## config.mk

```make
export PLATFORM = sky130hd
export DESIGN_NAME = if_prefetch_unit
export DESIGN_NICKNAME = d
export VERILOG_FILES = /design/src/rtl/if_prefetch_unit.sv
export SDC_FILE = /design/constraint.sdc
export NUM_CORES = 1
export LEC_CHECK = 0
export BUFFER_PORTS_ARGS = -buffer_cell sky130_fd_sc_hd__buf_2
export CORE_MARGIN = 3
export CORE_UTILIZATION = 55
export CTS_CLUSTER_DIAMETER = 40
export DETAILED_ROUTE_END_ITERATION = 12
export GPL_TIMING_DRIVEN = 0
export PLACE_DENSITY = 0.75
export SYNTH_ARGS = -nofsm -noshare
export SYNTH_HDL_FRONTEND = slang
export SYNTH_SLANG_ARGS = --single-unit
```

## constraint.sdc

```tcl
create_clock -name clk -period 12.9 [get_ports clk]
set_input_delay 1.935 -clock clk [delete_from_list [all_inputs] [get_ports clk]]
set_output_delay 1.935 -clock clk [all_outputs]
set_load 0.01 [all_outputs]
```

## src/rtl/if_prefetch_unit.sv

```systemverilog
// Instruction fetch stage: owns the fetch PC, issues 1-cycle-latency reads and queues tagged words for decode.
// Define IF_BYPASS_EN to present a response arriving at an empty queue on the same cycle.
module if_prefetch_unit #(
  parameter int                ADDR_W   = 32,
  parameter int                INSTR_W  = 32,
  parameter int                OFFSET_W = 16,
  parameter int                DEPTH    = 4,
  parameter logic [ADDR_W-1:0] RESET_PC = '0
) (
  input  logic                       clk,
  input  logic                       PC_reset,
  input  logic                       PC_WE,
  input  logic                       PC_Src,
  input  logic [OFFSET_W-1:0]        offset,
  input  logic [ADDR_W-1:0]          branch_pc,
  output logic                       imem_req,
  output logic [ADDR_W-1:0]          imem_addr,
  input  logic [INSTR_W-1:0]         imem_rdata,
  output logic                       instr_valid,
  input  logic                       instr_ready,
  output logic [INSTR_W-1:0]         instruction,
  output logic [ADDR_W-1:0]          instr_pc,
  output logic [$clog2(DEPTH):0]     q_count
);
  localparam int PW = $clog2(DEPTH);
  localparam int CW = PW + 1;

  typedef struct packed {
    logic [ADDR_W-1:0]  pc;
    logic [INSTR_W-1:0] instr;
  } entry_t;

  logic [ADDR_W-1:0] fpc, tag_q, target, off_ext;
  logic              inflight;
  entry_t            mem [DEPTH];
  entry_t            head, last_q;
  logic [PW-1:0]     wr_ptr, rd_ptr;
  logic [CW-1:0]     count;
  logic [CW:0]       occ;
  logic              resp_v, bypass_v, pop_now, pop, fifo_pop, push, req, empty;
  logic              unused_bits;

  assign unused_bits = ^branch_pc[1:0];

  assign off_ext = ADDR_W'($signed(offset));
  assign target  = {branch_pc[ADDR_W-1:2], 2'b00} + ADDR_W'(4) + (off_ext << 2);

  assign empty  = (count == '0);
  assign head   = mem[rd_ptr];
  assign resp_v = inflight && !PC_Src;

`ifdef IF_BYPASS_EN
  assign bypass_v = resp_v && empty;
`else
  assign bypass_v = 1'b0;
`endif

  assign instr_valid = !empty || bypass_v;
  assign instruction = bypass_v ? imem_rdata : (!empty ? head.instr : last_q.instr);
  assign instr_pc    = bypass_v ? tag_q      : (!empty ? head.pc    : last_q.pc);
  assign q_count     = count;

  // Redirect discards a coincident pop; a bypassed word never occupies a slot.
  assign pop_now  = instr_valid && instr_ready;
  assign pop      = pop_now && !PC_Src;
  assign fifo_pop = pop && !bypass_v;
  assign push     = resp_v && !(bypass_v && instr_ready);

  // Occupancy counts the in-flight word so a full queue can never be overrun.
  assign occ       = {1'b0, count} + (CW+1)'(inflight) - (CW+1)'(pop_now);
  assign req       = !PC_reset && PC_WE && !PC_Src && (occ < (CW+1)'(DEPTH));
  assign imem_req  = req;
  assign imem_addr = fpc;

  always_ff @(posedge clk or posedge PC_reset) begin
    if (PC_reset) begin
      fpc      <= RESET_PC;
      inflight <= 1'b0;
      tag_q    <= '0;
      wr_ptr   <= '0;
      rd_ptr   <= '0;
      count    <= '0;
      last_q   <= '0;
    end else if (PC_Src) begin
      fpc      <= target;
      inflight <= 1'b0;
      wr_ptr   <= '0;
      rd_ptr   <= '0;
      count    <= '0;
    end else begin
      inflight <= req;
      if (req) begin
        fpc   <= fpc + ADDR_W'(4);
        tag_q <= fpc;
      end
      if (push)     wr_ptr <= wr_ptr + PW'(1);
      if (fifo_pop) rd_ptr <= rd_ptr + PW'(1);
      count <= count + CW'(push) - CW'(fifo_pop);
      if (pop) last_q <= '{pc: instr_pc, instr: instruction};
    end
  end

  always_ff @(posedge clk) begin
    if (push) mem[wr_ptr] <= '{pc: tag_q, instr: imem_rdata};
  end

endmodule

```

-- Word level (Yosys, flattened, before mapping)
Memory sizes are Yosys's and may differ from the RTL's.
Index checks and enable logic that the tools add are counted.
- input bits: 85
- memories kept: 1
- output and inout bits: 101
- register bits after elaboration: 136
- word-level logic and storage cells: 47
- bits in writable memories: 256
- $add $sub $neg: 9
- bitwise logic cells: 1
- multiplexer cells: 12
- reductions and logical operators: 15
- magnitude comparators: 1
- memory list (name ; words ; bits a word ; read ports ; clocked after memory_dff ; wr ports ; RTL line ; RTL):
    mem ; 4 ; 64 ; 1 ; 0 ; 1 ; 35 ; entry_t mem [DEPTH];
- operators by type and width (operator ; count):
    two-way mux 32 bit ; 4
    adder 32 x 3 -> 32 bit, second input constant ; 2
    adder 32 bit ; 1
    two-way mux 2 bit ; 4
    logical AND 1 bit ; 6
    nonzero test 2 bit ; 3
    adder 2 x 1 -> 2 bit, second input constant ; 2
    adder 3 x 1 -> 4 bit ; 1
    < comparator 4 x 3 -> 1 bit, second input constant ; 1
    AND reduction 2 bit ; 2
    subtractor 4 x 1 -> 4 bit ; 1
    adder 3 x 1 -> 3 bit ; 1
    zero test 1 bit ; 3
    zero test 3 bit ; 1
    two-way mux 1 bit ; 3
    two-way mux 3 bit ; 1
    subtractor 3 x 1 -> 3 bit ; 1
    inverter 1 bit ; 1

-- Depth between registers and ports, before layout
- depth in word-level cells: 8
- mapped depth: 13
- mapped depth without buffers: 12

-- Least setup slack after synthesis
No wires, ideal clock.
- path type: input to output
- from: in instr_ready
- to: out imem_req
- setup slack: 7600 ps
- arrival: 3365 ps
- data required time: 10965 ps
- buffers on the path: 0
- stages: 6
- cell sequence: nand2_1 or2_2 ha_1 nand2_1 or4b_4 a31oi_1
- word-level cells in the longest chain between the ends: 4
- RTL lines (what ; RTL line ; RTL):
    start, declared ; 20 ; input logic instr_ready,
    logical AND 1 bit ; 64 ; assign pop_now = instr_valid && instr_ready;
    subtractor 4 x 1 -> 4 bit ; 70 ; assign occ = {1'b0, count} + (CW+1)'(inflight) - (CW+1)'(pop_now);
    < comparator 4 x 3 -> 1 bit ; 71 ; assign req = !PC_reset && PC_WE && !PC_Src && (occ < (CW+1)'(DEPTH));
    logical AND 1 bit ; 71 ;
    end, declared ; 16 ; output logic imem_req,
Every way passes these cells.

-- Worst setup path in the final report
- from: in PC_Src
- to: out imem_req
- word-level cells in the longest chain between the ends: 3
- RTL lines (what ; RTL line ; RTL):
    start, declared ; 13 ; input logic PC_Src,
    zero test 1 bit ; 71 ;
    logical AND 1 bit (2 in a row) ; 71 ;
Every way passes these cells.

==> run metrics <==
TNS Setup 0 ns; Root Driver clkbuf_16; Setup violations, final 0; worst min path class reg2reg; dpl ws 7.107 ns; clk slew on worst S/H paths about 0.060 ns; Die ar. between 30000 and 40000 um^2; Synth area leader edfxtp_1; Max Cap Viol 0; Slew Limit Fails 0; share of cells above drive strength 1 0.2931; CTS Buf Count 44; cells on worst reg2reg path 13; FF-to-FF setup slack ~9.6 ns; PwrDens 201.6 nW/um^2; CP Capture Type output pin; crit-path max FO 10; switch share 0.3182; placed inst area between 15000 and 20000 um^2; Synth Area in Simple Gates 0.09221; startpoint types primary input; Most used DFF post-synth edfxtp_1; Top Ports approximately 190; Worst Clk Skew ~0.016 ns; P_int 0.002786 W; total grt overflow 0; largest net degree at the start of global routing 68; post-CTS setup repair buffer count 0; Synth cell types 55; final cycle utilization of the critical path 0.4485; WL/cell 19.22 um; CTS tree done; Final Cell Area approximately 20000 um^2; register area share after synthesis 0.6228; initial antenna violation count 1; EDFF count, synth roughly 250; Worst-Margin Slew about 0.87 ns; Synth Area in XOR/XNOR 0.02791; fmax ~0.17 GHz; Antenna Nets Post-Route 0; clock sink count 380; Layout Area Growth over Synthesis 17.43%; Fin. Hold Viols 0; DR iter-0 viols just under 800; ys async rst share 0.3474; post-cts resize count 0; Final #Nets 1603; Worst slew margin 0.4190; Yosys reg bits 380; area occupied by registers roughly 11000 um^2; Post-Syn Area between 15000 and 20000 um^2; hold path cells 1; Ys Warns 0; post-route minimum period between 5 and 6 ns; via/cell ratio 5.596; largest family of logic cells by synthesized area multiplexers; Leak approximately 8.3 nW; vias in the first global route roughly 11000; Remaining DRCs 0; area of the multi-input gates slightly above 6000 um^2; # diodes 0; ranking of synthesized cells by area edfxtp_1 (43%), dfrtp_1 (19%), mux4_2 (8.1%); Reg-to-Reg Start q_count[1]$_DFF_PP0_; Vias 10520; Min-Delay Endpoint last_q[32]$_DFFE_PP0P_; FF-to-FF End q_count[2]$_DFF_PP0_; Max VDD drop ~0.1 mV; compound-gate portion of the synthesized area 0.04023; P_sw 0.001300 W; Crit path arrival time between 3 and 4 ns; sequential share of power 0.412; syn_area_per_cell between 10 and 15 um^2; Core Footprint around 31000 um^2; first-pass GRT wire length between 50 and 60 mm; clock tree buffer depth 3; RSZ-0062 raised after global routing no; final WL ~36 mm; post-synthesis mux area share 0.1485; gp weighted congestion between 0.8 and 0.9; DPL Wire Length around 24 mm; part of the power in the clock network 0.297; hold buffer count at CTS 0; Row Count 64; DRT Pass-1 Iters 6; Mapped Cells approximately 1200; adder-cell share of the synthesized area 0.05016; Setup WS post-layout slightly above 7 ns; Critical Path RT approximately 11 ns; Hold Crit Start last_q[32]$_DFFE_PP0P_; clock latency at the later pin of the worst-skew pair around 0.53 ns; status finished, final reports clean; Crit Path Category in2out; htree depth 2; die height between 150 and 200 um; die width between 150 and 200 um; Yosys top cell area share 0.4315; fillcell total roughly 2200; gr usage total 0.2180; Initial Util 0.5613; number of port buffers roughly 180; Comb pwr share 0.291
## worst max-delay path by stage
stage                        start  cells past startpoint  slack (ns)                   endpoint
after global placement    PC_reset                      2        5.62     last_q[43]$_DFFE_PP0P_
after global routing        PC_Src                      6        6.99                   imem_req
final                       PC_Src                      6        7.11                   imem_req
after detailed placement    PC_Src                      6        7.11                   imem_req
after floorplan           PC_reset                      1        7.44  imem_addr[10]$_DFFE_PP0P_
after CTS                   PC_Src                      6        7.09                   imem_req
## layout make-up
type,instances,area share
plain buffers,55,0.01117
clock buffers,64,0.06253
clock inverters,16,0.009074
inverters,22,0.004321
multi-input cells,761,0.3066
flip-flops and latches,380,0.5304
well taps,396,0.02444
repair buffers,186,0.05148
## layer usage
layer  share of wire  vias up  global-route usage
li1                -     4993                   -
met1            0.41     5147              0.2901
met2            0.50      318              0.3742
met3           0.061       61             0.03768
met4           0.024        2             0.06338
met5         0.00036        -                   0
## critical path, cell delays in order
cell and delay, ns:
buf_2 0.11, clkbuf_1 0.47, clkbuf_1 0.54, buf_1 0.50, a31oi_1 0.11, buf_2 0.18
## Yosys cell counts, types with 10 or more instances
master    count
o21ai_0      27
mux2i_1      12
nor2_1       36
a21oi_1      29
nand2_1     231
xnor2_1      30
xor2_1       25
dfrtp_1     132
mux2_2       93
edfxtp_1    248
buf_2        10
clkbuf_1     37
nand3_1      16
and2_1       10
mux4_2       62
inv_1        22
a21o_1       17
nand4_1      16
ha_1         66
## sequential cells by signal, summed over array words and instances, names as in the netlist
signal     count
tag_q         30
rd_ptr         2
wr_ptr         2
last_q        64
imem_addr     30
mem          248
q_count        3
inflight       1
## power groups by stage
stage	sequential [W]	clock, W	combinational [W]
finish	0.00168	0.00121	0.00119
global placement	0.00169	0	0.00117
global route	0.00171	0.00128	0.00132
floorplan	0.00166	0	0.000786
CTS	0.00168	0.00124	0.00121
detailed placement	0.00170	0	0.00120
## metrics by stage
stage	std cells	utilization	power [W]	hold WS, ns
6_report	1880	0.6592	0.004087	0.4948
5_1_grt	1880	0.6592	0.004309	0.5162
4_1_cts	1880	0.6592	0.004127	0.5023
3_5_place_dp	1800	0.6120	0.002905	0.4896
3_3_place_gp	1795	0.6070	0.002862	0.4784
2_1_floorplan	1218	-	0.002445	0.4551
## cell usage in the layout, fill, tap and decap left out, types with 5 or more instances in the layout
master       n
inv_1       21
mux2i_1     12
ha_1        66
nor2_1      36
buf_16       5
a31oi_1      6
mux2_2      93
clkbuf_16   45
and2_1       6
clkbuf_8     7
a211oi_1     5
clkbuf_1    49
dfrtp_1    132
buf_1        6
nand4_1     16
and3_1       9
edfxtp_1   248
o21ai_0     27
mux4_2      62
nor2b_1      8
xnor2_1     30
a21oi_1     29
nand2_1    231
xor2_1      25
buf_2      191
nand3_1     16
nor3_1       8
a21o_1      17
## logic make-up (layout without fill, tap and decap cells)
family / count (synthesis) / in the layout
buffers and inverters: 77 / 343
other: 1 / 2
muxes: 167 / 167
AOI/OAI and AO/OA: 109 / 109
DFF: 380 / 380
xor gates and xnor gates: 55 / 55
and+or+nand+nor: 360 / 360
adders and majority gates: 68 / 68
Note: power is estimated with default switching activity, not from simulation.
